--- config.mk ---
export PLATFORM = sky130hd
export DESIGN_NAME = sample_avg
export DESIGN_NICKNAME = d
export VERILOG_FILES = /design/src/rtl/sample_avg.sv
export SDC_FILE = /design/constraint.sdc
export NUM_CORES = 1
export LEC_CHECK = 0
export CAP_MARGIN = 20
export CORE_ASPECT_RATIO = 1.2
export CORE_MARGIN = 1.5
export CORE_UTILIZATION = 56
export CTS_CLUSTER_DIAMETER = 50
export DETAILED_ROUTE_END_ITERATION = 8
export GPL_TIMING_DRIVEN = 0
export PLACE_DENSITY = 0.79
export SLEW_MARGIN = 5
export SYNTH_ARGS = -nofsm -noshare
export SYNTH_HDL_FRONTEND = slang
export SYNTH_SLANG_ARGS = --single-unit
--- constraint.sdc ---
create_clock -name clk -period 2.8 [get_ports clk]
set_input_delay 0.42 -clock clk [delete_from_list [all_inputs] [get_ports clk]]
set_output_delay 0.42 -clock clk [all_outputs]
set_load 0.01 [all_outputs]
--- src/rtl/sample_avg.sv ---
// sample_avg: captures one fine SAR code per rising edge of valid, forms a
// rounded boxcar average of 2^LOG2N samples, strobes it out, and shifts each
// new average MSB-first on a framed serial pin.
module sample_avg #(
  parameter int LOG2N = 3
) (
  input  logic       clk,
  input  logic       reset,
  input  logic       pwrup,
  input  logic       valid,
  input  logic [7:0] ibf,
  output logic [7:0] avg,
  output logic       avg_stb,
  output logic       sframe,
  output logic       sdo
);

  localparam int N  = 1 << LOG2N;
  localparam int AW = 8 + LOG2N;   // accumulator width
  localparam int CW = LOG2N + 1;   // sample counter width
  localparam int SW = 9 + LOG2N;   // width of the final rounded sum

  localparam logic [CW-1:0] CNT_LAST = CW'(N - 1);
  localparam logic [SW-1:0] HALF     = SW'(N / 2);

  typedef enum logic [0:0] {
    S_IDLE  = 1'b0,
    S_SHIFT = 1'b1
  } state_t;

  logic          valid_d;
  logic [AW-1:0] acc;
  logic [CW-1:0] cnt;
  state_t        state;
  logic [2:0]    bc;
  logic [7:0]    sr;
  logic          pend;

  logic          sample_ev;
  logic [SW-1:0] sum_s;
  logic [7:0]    avg_next;
  logic          load_s;

  // Sample event detect and rounded average of the completed window.
  always_comb begin
    sample_ev = valid & ~valid_d & pwrup;
    // Sum of N codes plus N/2 stays below 256*N, so 9+LOG2N bits never wrap.
    sum_s     = SW'(acc) + SW'(ibf) + HALF;
    avg_next  = 8'(sum_s >> LOG2N);
  end

  // Accumulate samples and publish the average with a one-cycle strobe.
  always_ff @(posedge clk) begin
    if (reset) begin
      valid_d <= 1'b0;
      acc     <= '0;
      cnt     <= '0;
      avg     <= 8'h00;
      avg_stb <= 1'b0;
    end else begin
      valid_d <= valid;
      avg_stb <= 1'b0;
      if (!pwrup) begin
        // Powered down: a partial window is worthless, restart from scratch.
        acc <= '0;
        cnt <= '0;
      end else if (sample_ev) begin
        if (cnt == CNT_LAST) begin
          avg     <= avg_next;
          avg_stb <= 1'b1;
          acc     <= '0;
          cnt     <= '0;
        end else begin
          acc <= acc + AW'(ibf);
          cnt <= cnt + CW'(1);
        end
      end else begin
        acc <= acc;
        cnt <= cnt;
      end
    end
  end

  // Decide when the serializer takes a new word from avg.
  always_comb begin
    load_s = 1'b0;
    case (state)
      S_IDLE:  load_s = pend;
      // A strobe landing on the last bit is picked up on that same boundary.
      S_SHIFT: load_s = (bc == 3'd7) && (pend || avg_stb);
      default: load_s = 1'b0;
    endcase
  end

  // Serializer: one pending slot, latest average wins, frames back to back.
  always_ff @(posedge clk) begin
    if (reset) begin
      state  <= S_IDLE;
      bc     <= 3'd0;
      sr     <= 8'h00;
      pend   <= 1'b0;
      sframe <= 1'b0;
      sdo    <= 1'b0;
    end else if (load_s) begin
      state  <= S_SHIFT;
      sr     <= avg;
      bc     <= 3'd0;
      pend   <= 1'b0;
      sframe <= 1'b1;
      sdo    <= avg[7];
    end else begin
      if (avg_stb) begin
        pend <= 1'b1;
      end else begin
        pend <= pend;
      end
      if (state == S_SHIFT) begin
        if (bc == 3'd7) begin
          state  <= S_IDLE;
          sframe <= 1'b0;
          sdo    <= 1'b0;
        end else begin
          // sdo always mirrors sr[7] while shifting.
          sr     <= sr << 1;
          bc     <= bc + 3'd1;
          sframe <= 1'b1;
          sdo    <= sr[6];
        end
      end else begin
        sframe <= 1'b0;
        sdo    <= 1'b0;
      end
    end
  end

endmodule

==> impl_metrics.yaml <==
route:
  drc: 0
  wl_met2_um: 2210
  firstDrtPassIters: 4
  finalWirelength_um: 4080
  routed.top_layer: "met4"
  wl_per_cell_um: 12.5
  drtAntennaViolNets: 0
  drt_iter0_markers: 74
  wl_met1_um: 1680
  viasPerCell: 5.30
  vias: 1728
  wl_met3_um: 140
cts:
  cts_tree: "done"
  ctsRootBufferMaster: "clkbuf_8"
  clockBufferDepth: 2
  post_cts_resized: 0
  path_clk_slew_ns: 0.07
  htree_levels: 2
  numCtsBuffers: 5
  cts_setup_buffers: 0
  insertion_delay_ns: 0.29
  cts_sinks: 38
  cts_hold_buf: 0
yosys:
  synth-seq-area-share: 0.352
  yosys_warnings: 0
  synth_ff_type: "dfxtp_1"
  synth_area_um2: 2160
  synth-seq-cells: 38
  synthCells: 244
  synth_edf_count: 0
  synth_cell_types: 44
  synth.avg_cell_area_um2: 8.86
  syn_nets: 282
  ys_async_sr_fraction: 0
global_routing:
  grt_max_degree: 13
  grt_antenna_before_repair: 0
  grt_pass1_vias: 1667
  grt_usage: 0.211
  grt_pass1_wl_um: 6860
  grt_overflow: 0
floorplanning:
  initial_core_util: 0.590
  rows: 24
  ios: 23
  die_h_um: 71.1
  die_w_um: 59.7
  die_area_um2: 4240
  core_um2: 3660
worst_setup_path:
  path_cells: "clkdlybuf4s50_1 -> ha_1 -> inv_1 -> fa_1 -> nand3b_1 -> nand2_1 -> o21ai_2 -> a21oi_1 -> or3_1 -> a32o_1"
  cpLargestDelayFamily: "adder cells"
  cpPeakStageDelay_ns: 0.55
  cp_data_required_time_ns: 2.99
  r2r-start: "acc[3]"
  crit_cells: 10
  r2r-end: "avg[5]"
  crit_type: "in -> reg"
  reg2reg_depth: 9
  cp_max_fo: 4
  end_kind: "register"
  arrival_ns: 2.76
  critPathBufInv: 2
  r2r_setup_slack_ns: 0.49
  crit_path_start_kind: "input port"
  crit_path_top_delay_cell: "fa_1"
timing:
  clock_skew_ns: 0.00452
  min_period_over_period: 0.921
  fmax_mhz: 388
  period_needed_ns: 2.58
  slew_viol_final: 0
  hold_violations: 0
  tightest_slew_ns: 0.554
  holdWs_ns: 0.473
  rsz0062_at_grt: "no"
  relSlewSlack: 0.629
  finalSetupViolations: 0
power:
  p_leak_nw: 1.02
  power.density_nw_per_um2: 412
  ir_worst_vdd_mv: 0.299
cells_and_area:
  drive_above_1_share: 0.0766
  synthToLayoutAreaGrowth_pct: 17.6
  final_nets: 311
  mostFrequentLayoutCells: "40 x nor2_1, 38 x dfxtp_1, 22 x clkdlybuf4s50_1"
  final_common_cell: "nor2_1"
  post-route-util: 0.694
  n_antenna_cell: 0
hold_path:
  hold_class: "reg -> reg"
  holdPathStages: 2
  min_to: "avg[0]"
  hp-start: "avg[0]"
placed_design:
  io_buffers: 22
  hpwlAfterDp_um: 3200
  place_congestion: 0.904
status:
  outcome: "finished, final reports clean"
flow_run:
  maxCapViolCount: 0
## final cells by class
class,count,area (um2)
Tap cell,52,65.1
Clock buffer,6,82.6
Timing Repair Buffer,22,220
Fill cell,311,1120
Multi-Input combinational cell,184,1310
Inverter,15,56.3
Sequential cell,38,761
Clock inverter,2,12.5
Buffer,7,36.3
## power by group
| group | leakage, nW | switching (mW) | internal (mW) | total (mW) |
|---|---|---|---|---|
| clock network | 0.0472 | 0.191 | 0.198 | 0.388 |
| registers | 0.307 | 0.00296 | 0.544 | 0.547 |
| logic | 0.667 | 0.0602 | 0.0515 | 0.112 |
| total | 1.02 | 0.254 | 0.793 | 1.05 |
## state kept, by name, indices dropped and copies added (netlist names)
signal / cells
sr: 7
bc: 3
acc: 11
pend: 1
valid_d: 1
cnt: 4
state: 1
avg_stb: 1
sdo: 1
avg: 8
## layer usage
layer | vias to the layer above | global-route usage
li1 | 904 | -
met1 | 787 | 0.223
met3 | 5 | 0.0494
met5 | - | 0
met4 | 0 | 0.0716
met2 | 32 | 0.391
## how the worst max path moves through the flow
| stage | from | end | slack (ns) |
|---|---|---|---|
| 6_report | ibf[3] | avg[5] | 0.22 |
| 3_5_place_dp | ibf[3] | avg[5] | -0.05 |
| 3_3_place_gp | ibf[4] | avg[5] | -0.01 |
| 2_1_floorplan | ibf[4] | avg[5] | 0.54 |
| 5_1_grt | ibf[3] | avg[5] | 0.06 |
| 4_1_cts | ibf[3] | avg[5] | 0.23 |
## worst min-delay path, cell delays in order, from the launching register on
cell     delay, ns
dfxtp_1       0.32
nand2_1       0.05
a21oi_1       0.05
## per-stage QoR
step	total power, mW	setup WS, ns	cell area, um2	instances	TNS, ns
floorplan	0.634	0.541	2160	244	0
global placement	0.668	-0.0102	2450	318	-0.0102
detailed placement	0.670	-0.0534	2450	318	-0.0639
CTS	1.06	0.232	2540	326	0
global route	1.10	0.0601	2540	326	0
finish	1.05	0.222	2540	326	0
## cell usage after synthesis (3+ instances only)
master    number  share of area
a21oi_1       15          0.035
a222oi_1       3          0.014
a22oi_1       10          0.035
clkbuf_1       4         0.0069
dfxtp_1       38           0.35
fa_1           6          0.056
ha_1          20           0.12
inv_1         15          0.026
nand2_1       16          0.028
nand2b_1       3         0.0087
nand3_1        3         0.0069
nand3b_1       4          0.014
nand4_1        3         0.0087
nor2_1        40          0.069
nor3_1         6          0.014
nor4_1         3         0.0087
o21ai_0        6          0.014
or3_1          3         0.0087
xnor2_1        7          0.028
xor2_1         6          0.024
## cells by family after synthesis
| logic type | share of synthesized area |
|---|---|
| xor+xnor | 0.0527 |
| flops | 0.352 |
| compound gates | 0.171 |
| buf+inv | 0.0428 |
| fa+ha+maj | 0.171 |
| simple gates | 0.201 |
| mux | 0.00926 |
Note: power is estimated with default switching activity, not from simulation.
